[src/rtl/core_pkg.sv]
// Shared core constants and the operand-fetch bundle carried to execute.
package core_pkg;
  localparam int unsigned XLEN = 64;
  localparam int unsigned NREG = 32;
  localparam int unsigned AW   = 5;

  typedef struct packed {
    logic [XLEN-1:0] op1;
    logic [XLEN-1:0] op2;
    logic [AW-1:0]   rd;
    logic            rd_we;
  } opfetch_bundle_t;
endpackage

[src/rtl/regfile_scoreboard.sv]
// Busy scoreboard for the register file: one pending-write bit per register, x0 never tracked.
module regfile_scoreboard
  import core_pkg::*;
(
  input  logic          clk,
  input  logic          rst,
  input  logic          set_en,
  input  logic [AW-1:0] set_addr,
  input  logic          clr_en,
  input  logic [AW-1:0] clr_addr,
  input  logic [AW-1:0] rs1,
  input  logic [AW-1:0] rs2,
  input  logic [AW-1:0] rd,
  output logic          rs1_busy,
  output logic          rs2_busy,
  output logic          rd_busy
);

  logic [NREG-1:0] busy_q, busy_d;

  // Clear applied before set so a same-cycle set of the same bit wins.
  always_comb begin
    busy_d = busy_q;
    if (clr_en) busy_d[clr_addr] = 1'b0;
    if (set_en) busy_d[set_addr] = 1'b1;
    busy_d[0] = 1'b0;
  end

  always_ff @(posedge clk or posedge rst) begin
    if (rst) busy_q <= '0;
    else     busy_q <= busy_d;
  end

  assign rs1_busy = busy_q[rs1];
  assign rs2_busy = busy_q[rs2];
  assign rd_busy  = busy_q[rd];

endmodule

[src/rtl/regfile_operand_fetch.sv]
// Operand-fetch stage: hazard check, operand select and registered bundle to execute.
// Define OPFETCH_BYPASS_EN to forward snooped writeback data straight into the operands.
module regfile_operand_fetch
  import core_pkg::*;
(
  input  logic            clk_i,
  input  logic            rst_i,
  input  logic            in_valid_i,
  output logic            in_ready_o,
  input  logic [AW-1:0]   in_rs1_i,
  input  logic [AW-1:0]   in_rs2_i,
  input  logic [AW-1:0]   in_rd_i,
  input  logic            in_rd_we_i,
  output logic [AW-1:0]   rf_read_addr1_o,
  output logic [AW-1:0]   rf_read_addr2_o,
  input  logic [XLEN-1:0] rf_read_data1_i,
  input  logic [XLEN-1:0] rf_read_data2_i,
  input  logic            wb_en_i,
  input  logic [AW-1:0]   wb_addr_i,
  input  logic [XLEN-1:0] wb_data_i,
  output logic            out_valid_o,
  input  logic            out_ready_i,
  output logic [XLEN-1:0] out_op1_o,
  output logic [XLEN-1:0] out_op2_o,
  output logic [AW-1:0]   out_rd_o,
  output logic            out_rd_we_o
);

  logic            rs1_busy, rs2_busy, rd_busy;
  logic            bypass1, bypass2;
  logic            hazard, fire;
  logic            out_valid_q;
  opfetch_bundle_t bundle_d, bundle_q;

  assign rf_read_addr1_o = in_rs1_i;
  assign rf_read_addr2_o = in_rs2_i;

`ifdef OPFETCH_BYPASS_EN
  assign bypass1 = wb_en_i && (wb_addr_i == in_rs1_i) && (in_rs1_i != '0);
  assign bypass2 = wb_en_i && (wb_addr_i == in_rs2_i) && (in_rs2_i != '0);
`else
  assign bypass1 = 1'b0;
  assign bypass2 = 1'b0;
`endif

  regfile_scoreboard u_scoreboard (
    .clk      (clk_i),
    .rst      (rst_i),
    .set_en   (fire && in_rd_we_i),
    .set_addr (in_rd_i),
    .clr_en   (wb_en_i),
    .clr_addr (wb_addr_i),
    .rs1      (in_rs1_i),
    .rs2      (in_rs2_i),
    .rd       (in_rd_i),
    .rs1_busy (rs1_busy),
    .rs2_busy (rs2_busy),
    .rd_busy  (rd_busy)
  );

  // The rd term blocks WAW so at most one write per register is ever in flight.
  assign hazard     = (rs1_busy && !bypass1) || (rs2_busy && !bypass2) ||
                      (in_rd_we_i && rd_busy);
  assign in_ready_o = (!out_valid_q || out_ready_i) && !hazard;
  assign fire       = in_valid_i && in_ready_o;

  always_comb begin
    bundle_d       = '0;
    bundle_d.op1   = (in_rs1_i == '0) ? '0 : (bypass1 ? wb_data_i : rf_read_data1_i);
    bundle_d.op2   = (in_rs2_i == '0) ? '0 : (bypass2 ? wb_data_i : rf_read_data2_i);
    bundle_d.rd    = in_rd_i;
    bundle_d.rd_we = in_rd_we_i;
  end

  always_ff @(posedge clk_i or posedge rst_i) begin
    if (rst_i) begin
      out_valid_q <= 1'b0;
      bundle_q    <= '0;
    end else if (fire) begin
      out_valid_q <= 1'b1;
      bundle_q    <= bundle_d;
    end else if (out_ready_i) begin
      out_valid_q <= 1'b0;
    end
  end

  assign out_valid_o = out_valid_q;
  assign out_op1_o   = bundle_q.op1;
  assign out_op2_o   = bundle_q.op2;
  assign out_rd_o    = bundle_q.rd;
  assign out_rd_we_o = bundle_q.rd_we;

endmodule

[config.mk]
export PLATFORM = sky130hd
export DESIGN_NAME = regfile_operand_fetch
export DESIGN_NICKNAME = d
export VERILOG_FILES = /design/src/rtl/core_pkg.sv /design/src/rtl/regfile_scoreboard.sv /design/src/rtl/regfile_operand_fetch.sv
export SDC_FILE = /design/constraint.sdc
export NUM_CORES = 1
export LEC_CHECK = 0
export CORE_MARGIN = 4
export CORE_UTILIZATION = 30
export CTS_CLUSTER_DIAMETER = 30
export DETAILED_ROUTE_END_ITERATION = 8
export PLACE_DENSITY = 0.61
export SYNTH_ARGS = -nofsm -noshare
export SYNTH_HDL_FRONTEND = slang
export SYNTH_HIERARCHICAL = 1
export SYNTH_SLANG_ARGS = --single-unit
[constraint.sdc]
create_clock -name clk_i -period 9 [get_ports clk_i]
set_input_delay 2.7 -clock clk_i [delete_from_list [all_inputs] [get_ports clk_i]]
set_output_delay 2.7 -clock clk_i [all_outputs]
set_load 0.005 [all_outputs]
-- Word level (Yosys, flattened, before mapping)
Cells that the tools add are included.
- register bits after elaboration: 166
- input port bits: 218
- output and inout bits: 146
- $lt $le $gt $ge: 6
- multiplexer cells: 16
- bitwise operators: 3
- reductions and logical operators: 14
- operators with widths (kind ; number):
    $mux 64 ; 2
    $mux 32 ; 2
    $and 32x32->32 ; 1
    $not 32->32 ; 1
    $or 32x32->32 ; 1
    $lt 5x6->1 const B ; 4
    $bmux 1 s5 ; 3
    $demux 1 s5 ; 2
    $ge 5x1->1 const B ; 2
    $logic_not 5->1 ; 2
    $mux 1 ; 7
    $logic_and 1x1->1 ; 6
    $logic_or 1x1->1 ; 3
    $logic_not 1->1 ; 2
    $reduce_bool 2->1 ; 1

-- Longest topological paths before layout
Gate-level depths: netlist of run 1.
- depth after elaboration: 9
- mapped depth: 12
- gate-level depth less buffers: 9

-- By module
Netlist of run 1, hierarchy kept.
- modules (own cells, without submodules) (module ; instances ; cells an instance ; area an instance (µm²) ; seq. area each (µm²)):
    regfile_operand_fetch ; 1 ; 490 ; 6113.4 ; 3378.2
    regfile_scoreboard ; 1 ; 229 ; 2142.1 ; 775.7

-- Worst setup path after synthesis of run 1
OpenSTA, ideal clock, no wires.
- path type: input port to output port
- start point: in in_rd_i[1]
- end point: out in_ready_o
- arrival: 4.266 ns
- data required time: 6.300 ns
- setup slack: 2.034 ns
- stages on the path: 9
- path buffers: 3
- cells stage by stage: buf_2 mux4_2 nand2b_1 o2111ai_1 nand4_1 nand2_2 buf_6 buf_6 and3_1
- word-level cells in the longest chain between the ends: 6
- ends and longest elaborated chain (item ; line ; RTL):
    start, declared ; regfile_operand_fetch.sv:12 ; input logic [AW-1:0] in_rd_i,
    $bmux 1 s5 ; regfile_scoreboard.sv:36 ; assign rd_busy = busy_q[rd];
    $mux 1 (implied by the code) ; regfile_scoreboard.sv:36 ;
    net rd_busy ; regfile_operand_fetch.sv:29 ; logic rs1_busy, rs2_busy, rd_busy;
    $logic_and 1x1->1 ; regfile_operand_fetch.sv:63 ; (in_rd_we_i && rd_busy);
    $logic_or 1x1->1 ; regfile_operand_fetch.sv:62 ; assign hazard = (rs1_busy && !bypass1) || (rs2_busy && !bypass2) ||
    $logic_not 1->1 ; regfile_operand_fetch.sv:64 ; assign in_ready_o = (!out_valid_q || out_ready_i) && !hazard;
    $logic_and 1x1->1 ; regfile_operand_fetch.sv:64 ;
    end, declared ; regfile_operand_fetch.sv:9 ; output logic in_ready_o,
The timed path passes the listed nets, and every way through them passes these cells. The select of a mux whose other input is x is not followed.

-- Worst setup path in the final report of run 1
Ends and elaborated chain as after synthesis.

==> results of run 1 <==
==> cells in the mapped netlist (3+ instances only) <==
cell type | n | area share (%)
buf_2 | 40 | 2.4
and3_1 | 130 | 9.9
a22oi_1 | 6 | 0.55
inv_1 | 5 | 0.23
o21ai_0 | 62 | 3.8
a21oi_1 | 9 | 0.55
nor2_1 | 11 | 0.50
nand2b_1 | 6 | 0.45
dfrtp_1 | 166 | 50
nor2b_1 | 6 | 0.45
buf_4 | 12 | 1.1
mux4_2 | 9 | 2.5
a211oi_1 | 3 | 0.27
mux2i_1 | 27 | 3.3
clkbuf_1 | 21 | 0.95
buf_6 | 14 | 1.9
o2111ai_1 | 3 | 0.32
or3b_2 | 5 | 0.53
nand4_1 | 3 | 0.23
o211ai_1 | 3 | 0.27
a32o_1 | 128 | 16
mux2_1 | 6 | 0.82
nand2_1 | 9 | 0.41
nand3b_1 | 10 | 0.91
nand3_1 | 16 | 0.97
==> power groups by stage <==
stage	combinational [mW]	sequential (mW)	clock, mW
floorplan	0.337	1.08	0
global placement	0.899	1.07	0
detailed placement	0.903	1.08	0
CTS	0.906	1.07	0.739
global route	0.961	1.10	0.769
finish	0.896	1.07	0.716
==> placed cells by master, fill, tap and decap left out, types with 3 or more instances in the layout <==
cell type	n
a211oi_1	3
a21oi_1	9
a22oi_1	6
a32o_1	128
and3_1	130
buf_4	12
clkbuf_16	17
clkdlybuf4s50_1	298
clkinv_4	3
clkinvlp_4	3
dfrtp_1	166
inv_1	4
inv_6	3
inv_8	5
mux2_1	6
mux2i_1	27
mux4_2	9
nand2_1	7
nand2b_1	6
nand3_1	16
nand3b_1	10
nand4_1	3
nor2_1	11
nor2b_1	6
o2111ai_1	3
o211ai_1	3
o21ai_0	62
or3b_2	5
==> flip-flops by register name, summed over array words and instances, names as in the netlist <==
signal               count
u_scoreboard/busy_q     31
out_rd_we_o              1
out_rd_o                 5
out_op2_o               64
out_valid_o              1
out_op1_o               64
==> worst max-delay path: cells and delay by family <==
family,cells,cell delay (ps)
and+or+nand+nor,4,710
buffers and inverters,2,1420
muxes,1,570
AOI/OAI and AO/OA,1,100
==> per-stage QoR <==
step	instances	hold WS [ps]
finish	1319	489
floorplan	719	489
global placement	1285	472
CTS	1317	496
global route	1319	500
detailed placement	1285	480
==> logic make-up after synthesis <==
kind of cell	after synthesis	share of synthesized area (%)
AOI/OAI and AO/OA	214	21.2
buffers and inverters	92	6.61
and+or+nand+nor	205	15.3
DFF	166	50.3
muxes	42	6.55
==> routing by layer <==
metal	track usage (%)	up-vias	wire length (um)
met5	0	-	0
met4	5.94	0	686
met1	24.9	3720	12700
li1	-	3309	-
met2	27.7	269	13200
met3	5.34	33	2030
==> final cells by class <==
type | count | share of cell area (%)
sequential | 166 | 35.0
multi-input combinational | 461 | 30.1
timing repair buffer | 313 | 26.3
clock buffer | 18 | 3.62
tap | 341 | 3.59
clock inverter | 14 | 1.17
inverter | 5 | 0.200
antenna | 1 | 0.0211
==> path summary, 6_finish.rpt <==
path	from	end	slack, ps
max in group asynchronous	rst_i	out_op2_o[44]$_DFFE_PP0P_	4890
worst min-delay path	out_op1_o[51]$_DFFE_PP0P_	out_op1_o[51]$_DFFE_PP0P_	490
worst max register to register	u_scoreboard/busy_q[7]$_DFF_PP0_	out_op1_o[56]$_DFFE_PP0P_	5790
worst max-delay path	in_rd_i[1]	in_ready_o	790
min in group asynchronous	rst_i	u_scoreboard/busy_q[14]$_DFF_PP0_	2690
worst min register to register	out_op1_o[51]$_DFFE_PP0P_	out_op1_o[51]$_DFFE_PP0P_	490
==> results.tsv, run 1 <==
metric	value	unit
async_reset_ff_share	100	%
numPortBuffers	299	
layout_min_cycle_time	8210	ps
place_area	0.0113	mm^2
clk_path_buf_depth	2	
fin_crit_sh	91.2	%
p_leak	5.09	nW
wl	28600	um
cp_max_fo	15	
tritoncts	done	
crit_type	primary input to primary output	
swShare	29.9	%
hold_depth	1	
ios	364	
max_cap_violations	0	
outcome	finished, final reports clean	
die_area	0.0302	mm^2
rsz0062_at_grt	false	
seq_area	0.00415	mm^2
ys_warn_count	6	
yosys.cell_types.count	32	
drc	0	
p_total	2.68	mW
clock_skew	13.8	ps
multiInputGateArea	0.00357	mm^2
reg2regPathDepth	9	
p_seq_share	39.9	%
htreeDepth	4	
ant_nets	0	
place_hpwl	18500	um
ir_drop	124	uV
path_cells	clkdlybuf4s50_1 -> mux4_2 -> nand2b_1 -> o2111ai_1 -> nand4_1 -> nand2_4 -> and3_1 -> clkdlybuf4s50_1	
design.core.area	0.0270	mm^2
cp_slowest_stage_delay	870	ps
die_y	174	um
p_int	1.88	mW
tightest_slew	1030	ps
avgRoutedWirePerCell	21.7	um
finalSetupViolations	0	
final_util	43.9	%
fin_ws	795	ps
switching_power	0.802	mW
avgViaCountPerCell	5.56	
cts.sinks	166	
insertion_delay	430	ps
powerDensity	226	mW/mm^2
final_nets	1182	
drive_above_1_share	6.96	%
clk_pin_slew_worst_paths	70	ps
pwr-share-clk	26.7	%
syn_inst	719	
cts-resized-gates	0	
slowest_stage	clkdlybuf4s50_1	
grt_pass1_vias	7230	
dp_slack	810	ps
final-max-slew-violation-count	0	
grt_util_all_layers	18.2	%
drtIter0Drc	629	
row_count	60	
ys_seq_elements	166	
syn_avg_cell_area	11.5	um^2
combPwrFrac	33.4	%
initial_core_util	30.5	%
die_w	174	um
tns	0	ps
path_common_cell	clkdlybuf4s50_1	
hp-class	flip-flop to flip-flop	
critPathCaptureType	primary output	
synthFlopType	dfrtp_1	
root_buffer	clkbuf_16	
grt_pass1_wl	44000	um
areaGrowthSynthToFinish	43.8	%
dr_total_vias	7331	
synth.net_count	937	
fmax	0.122	GHz
antenna_found_initial	1	
grt.overflow.total	0	
holdBufCountCts	0	
synth-seq-area-share	50.3	%
slew_headroom	31.2	%
synth_edf_count	0	
nFillCells	2597	
critPathArrivalTime	5510	ps
worstSetupStartpointType	primary input	
hold_viol	0	
cts_made_buffers	17	
synthesis.area	0.00826	mm^2
crit_required	6300	ps
gp_congestion	0.885	
dr.pass1.iters	6	
fin_area	0.0119	mm^2
cts_post_setup_buffers_inserted	0	
grt_max_degree	121	
Power figures use the tool's default switching activity.
==> run 2, diff against run 1 <==
SLEW_MARGIN = 15   (was default)
==> results.tsv, run 2 (synthesis results as in run 1) <==
metric	value	unit	change
reg2reg_from	u_scoreboard/busy_q[7]$_DFF_PP0_		
crit_buf_inv	2		unchanged
wl_met3	2100	um	+3.1%
die_y	174	um	unchanged
final_nets	1181		-0.085%
ir_drop	125	uV	+0.82%
cts_made_buffers	17		unchanged
path_cells	clkdlybuf4s50_1 -> mux4_2 -> nand2b_1 -> o2111ai_1 -> nand4_1 -> nand2_4 -> and3_1 -> clkdlybuf4s50_1		
fin_ws	796	ps	+1.22 ps
dr.pass1.iters	4		-2
slowest_stage	clkdlybuf4s50_1		
powerDensity	226	mW/mm^2	+0.16%
die_w	174	um	unchanged
outcome	finished, final reports clean		
areaGrowthSynthToFinish	43.4	%	
p_total	2.68	mW	about the same
drtIter0Drc	681		+8.3%
initial_core_util	30.5	%	unchanged
dp_slack	810	ps	unchanged
grt_pass1_vias	7230		unchanged
nFillCells	2600		+0.12%
clk_path_buf_depth	2		unchanged
slew_headroom	31.4	%	+0.21 points
grt_util_all_layers	18.2	%	unchanged
wl_met1	12700	um	+0.13%
layout_commonest_cell	clkdlybuf4s50_1		
crit_type	primary input to primary output		
numPortBuffers	299		unchanged
avgRoutedWirePerCell	21.7	um	+0.20%
root_buffer	clkbuf_16		
cp_slowest_stage_delay	870	ps	about the same
final_util	43.8	%	-0.10 points
fmax	0.122	GHz	about the same
layout_min_cycle_time	8200	ps	-1.22 ps
dr_wl_met2	13200	um	-0.34%
hp-start	out_op2_o[10]$_DFFE_PP0P_		
tightest_slew	1030	ps	-3.18 ps
avgViaCountPerCell	5.58		+0.49%
holdBufCountCts	0		unchanged
p_leak	5.07	nW	-0.27%
rsz0062_at_grt	false		
grt_max_degree	121		unchanged
die_area	0.0302	mm^2	unchanged
drive_above_1_share	6.97	%	+0.0071 points
fin_crit_sh	91.2	%	about the same
clk_pin_slew_worst_paths	60	ps	about the same
critical-path-top-delay-family	buffers and inverters		
ant_nets	0		unchanged
final_cell_mix	clkdlybuf4s50_1, dfrtp_1, and3_1		
cp_max_fo	15		unchanged
row_count	60		unchanged
clock_skew	14.0	ps	+0.169 ps
startpoint	in_rd_i[1]		
tritoncts	done		
design.core.area	0.0270	mm^2	unchanged
cts.sinks	166		unchanged
tns	0	ps	unchanged
hold_viol	0		unchanged
max_cap_violations	0		unchanged
multiInputGateArea	0.00357	mm^2	unchanged
critPathArrivalTime	5500	ps	about the same
place_hpwl	18500	um	unchanged
hp-class	flip-flop to flip-flop		
critPathCaptureType	primary output		
drc	0		unchanged
gp_congestion	0.885		unchanged
cts_post_setup_buffers_inserted	0		unchanged
dr_total_vias	7361		+0.41%
final-max-slew-violation-count	0		unchanged
wl	28600	um	+0.12%
ios	364		unchanged
worstSetupStartpointType	primary input		
finalSetupViolations	0		unchanged
crit_required	6300	ps	about the same
grt_pass1_wl	44000	um	unchanged
antenna_found_initial	1		unchanged
htreeDepth	4		unchanged
top_layer	met4		
insertion_delay	430	ps	about the same
path_common_cell	clkdlybuf4s50_1		
grt.overflow.total	0		unchanged
seq_area	0.00415	mm^2	unchanged
cts-resized-gates	0		unchanged
-- run 2: power breakdown --
part | internal [mW] | switching, mW | leakage, nW | total (mW)
logic | 0.561 | 0.334 | 2.71 | 0.895
registers | 0.948 | 0.120 | 2.10 | 1.07
clock network | 0.368 | 0.348 | 0.270 | 0.716
-- run 2: layer usage --
metal / vias to the layer above / track usage (%)
met3: 33 / 5.34
met2: 275 / 27.7
met4: 0 / 5.94
met1: 3744 / 24.9
li1: 3309 / -
met5: - / 0
-- run 2: metrics by stage --
step                      area (um^2)  cells  hold WS [ps]
after floorplan                  8260    719           489
after global placement          11300   1285           472
after detailed placement        11300   1285           480
after CTS                       11800   1317           496
after global routing            11800   1318           500
final                           11800   1318           489
-- run 2: cell type report --
| type | count | area share [%] |
|---|---|---|
| Sequential cell | 166 | 35.1 |
| Antenna cell | 1 | 0.0211 |
| Tap cell | 341 | 3.60 |
| Timing Repair Buffer | 312 | 26.2 |
| Inverter | 5 | 0.201 |
| Clock inverter | 14 | 1.17 |
| Clock buffer | 18 | 3.62 |
| Multi-Input combinational cell | 461 | 30.1 |
-- run 2: worst paths after layout --
kind,end,slack [ps],cells past startpoint
min in group asynchronous,u_scoreboard/busy_q[12]$_DFF_PP0_,2810,2
setup reg to reg,out_op1_o[56]$_DFFE_PP0P_,5800,9
setup / recovery,in_ready_o,800,8
max in group asynchronous,out_op2_o[62]$_DFFE_PP0P_,4860,3
hold / removal,out_op2_o[10]$_DFFE_PP0P_,490,1
hold reg to reg,out_op2_o[10]$_DFFE_PP0P_,490,1
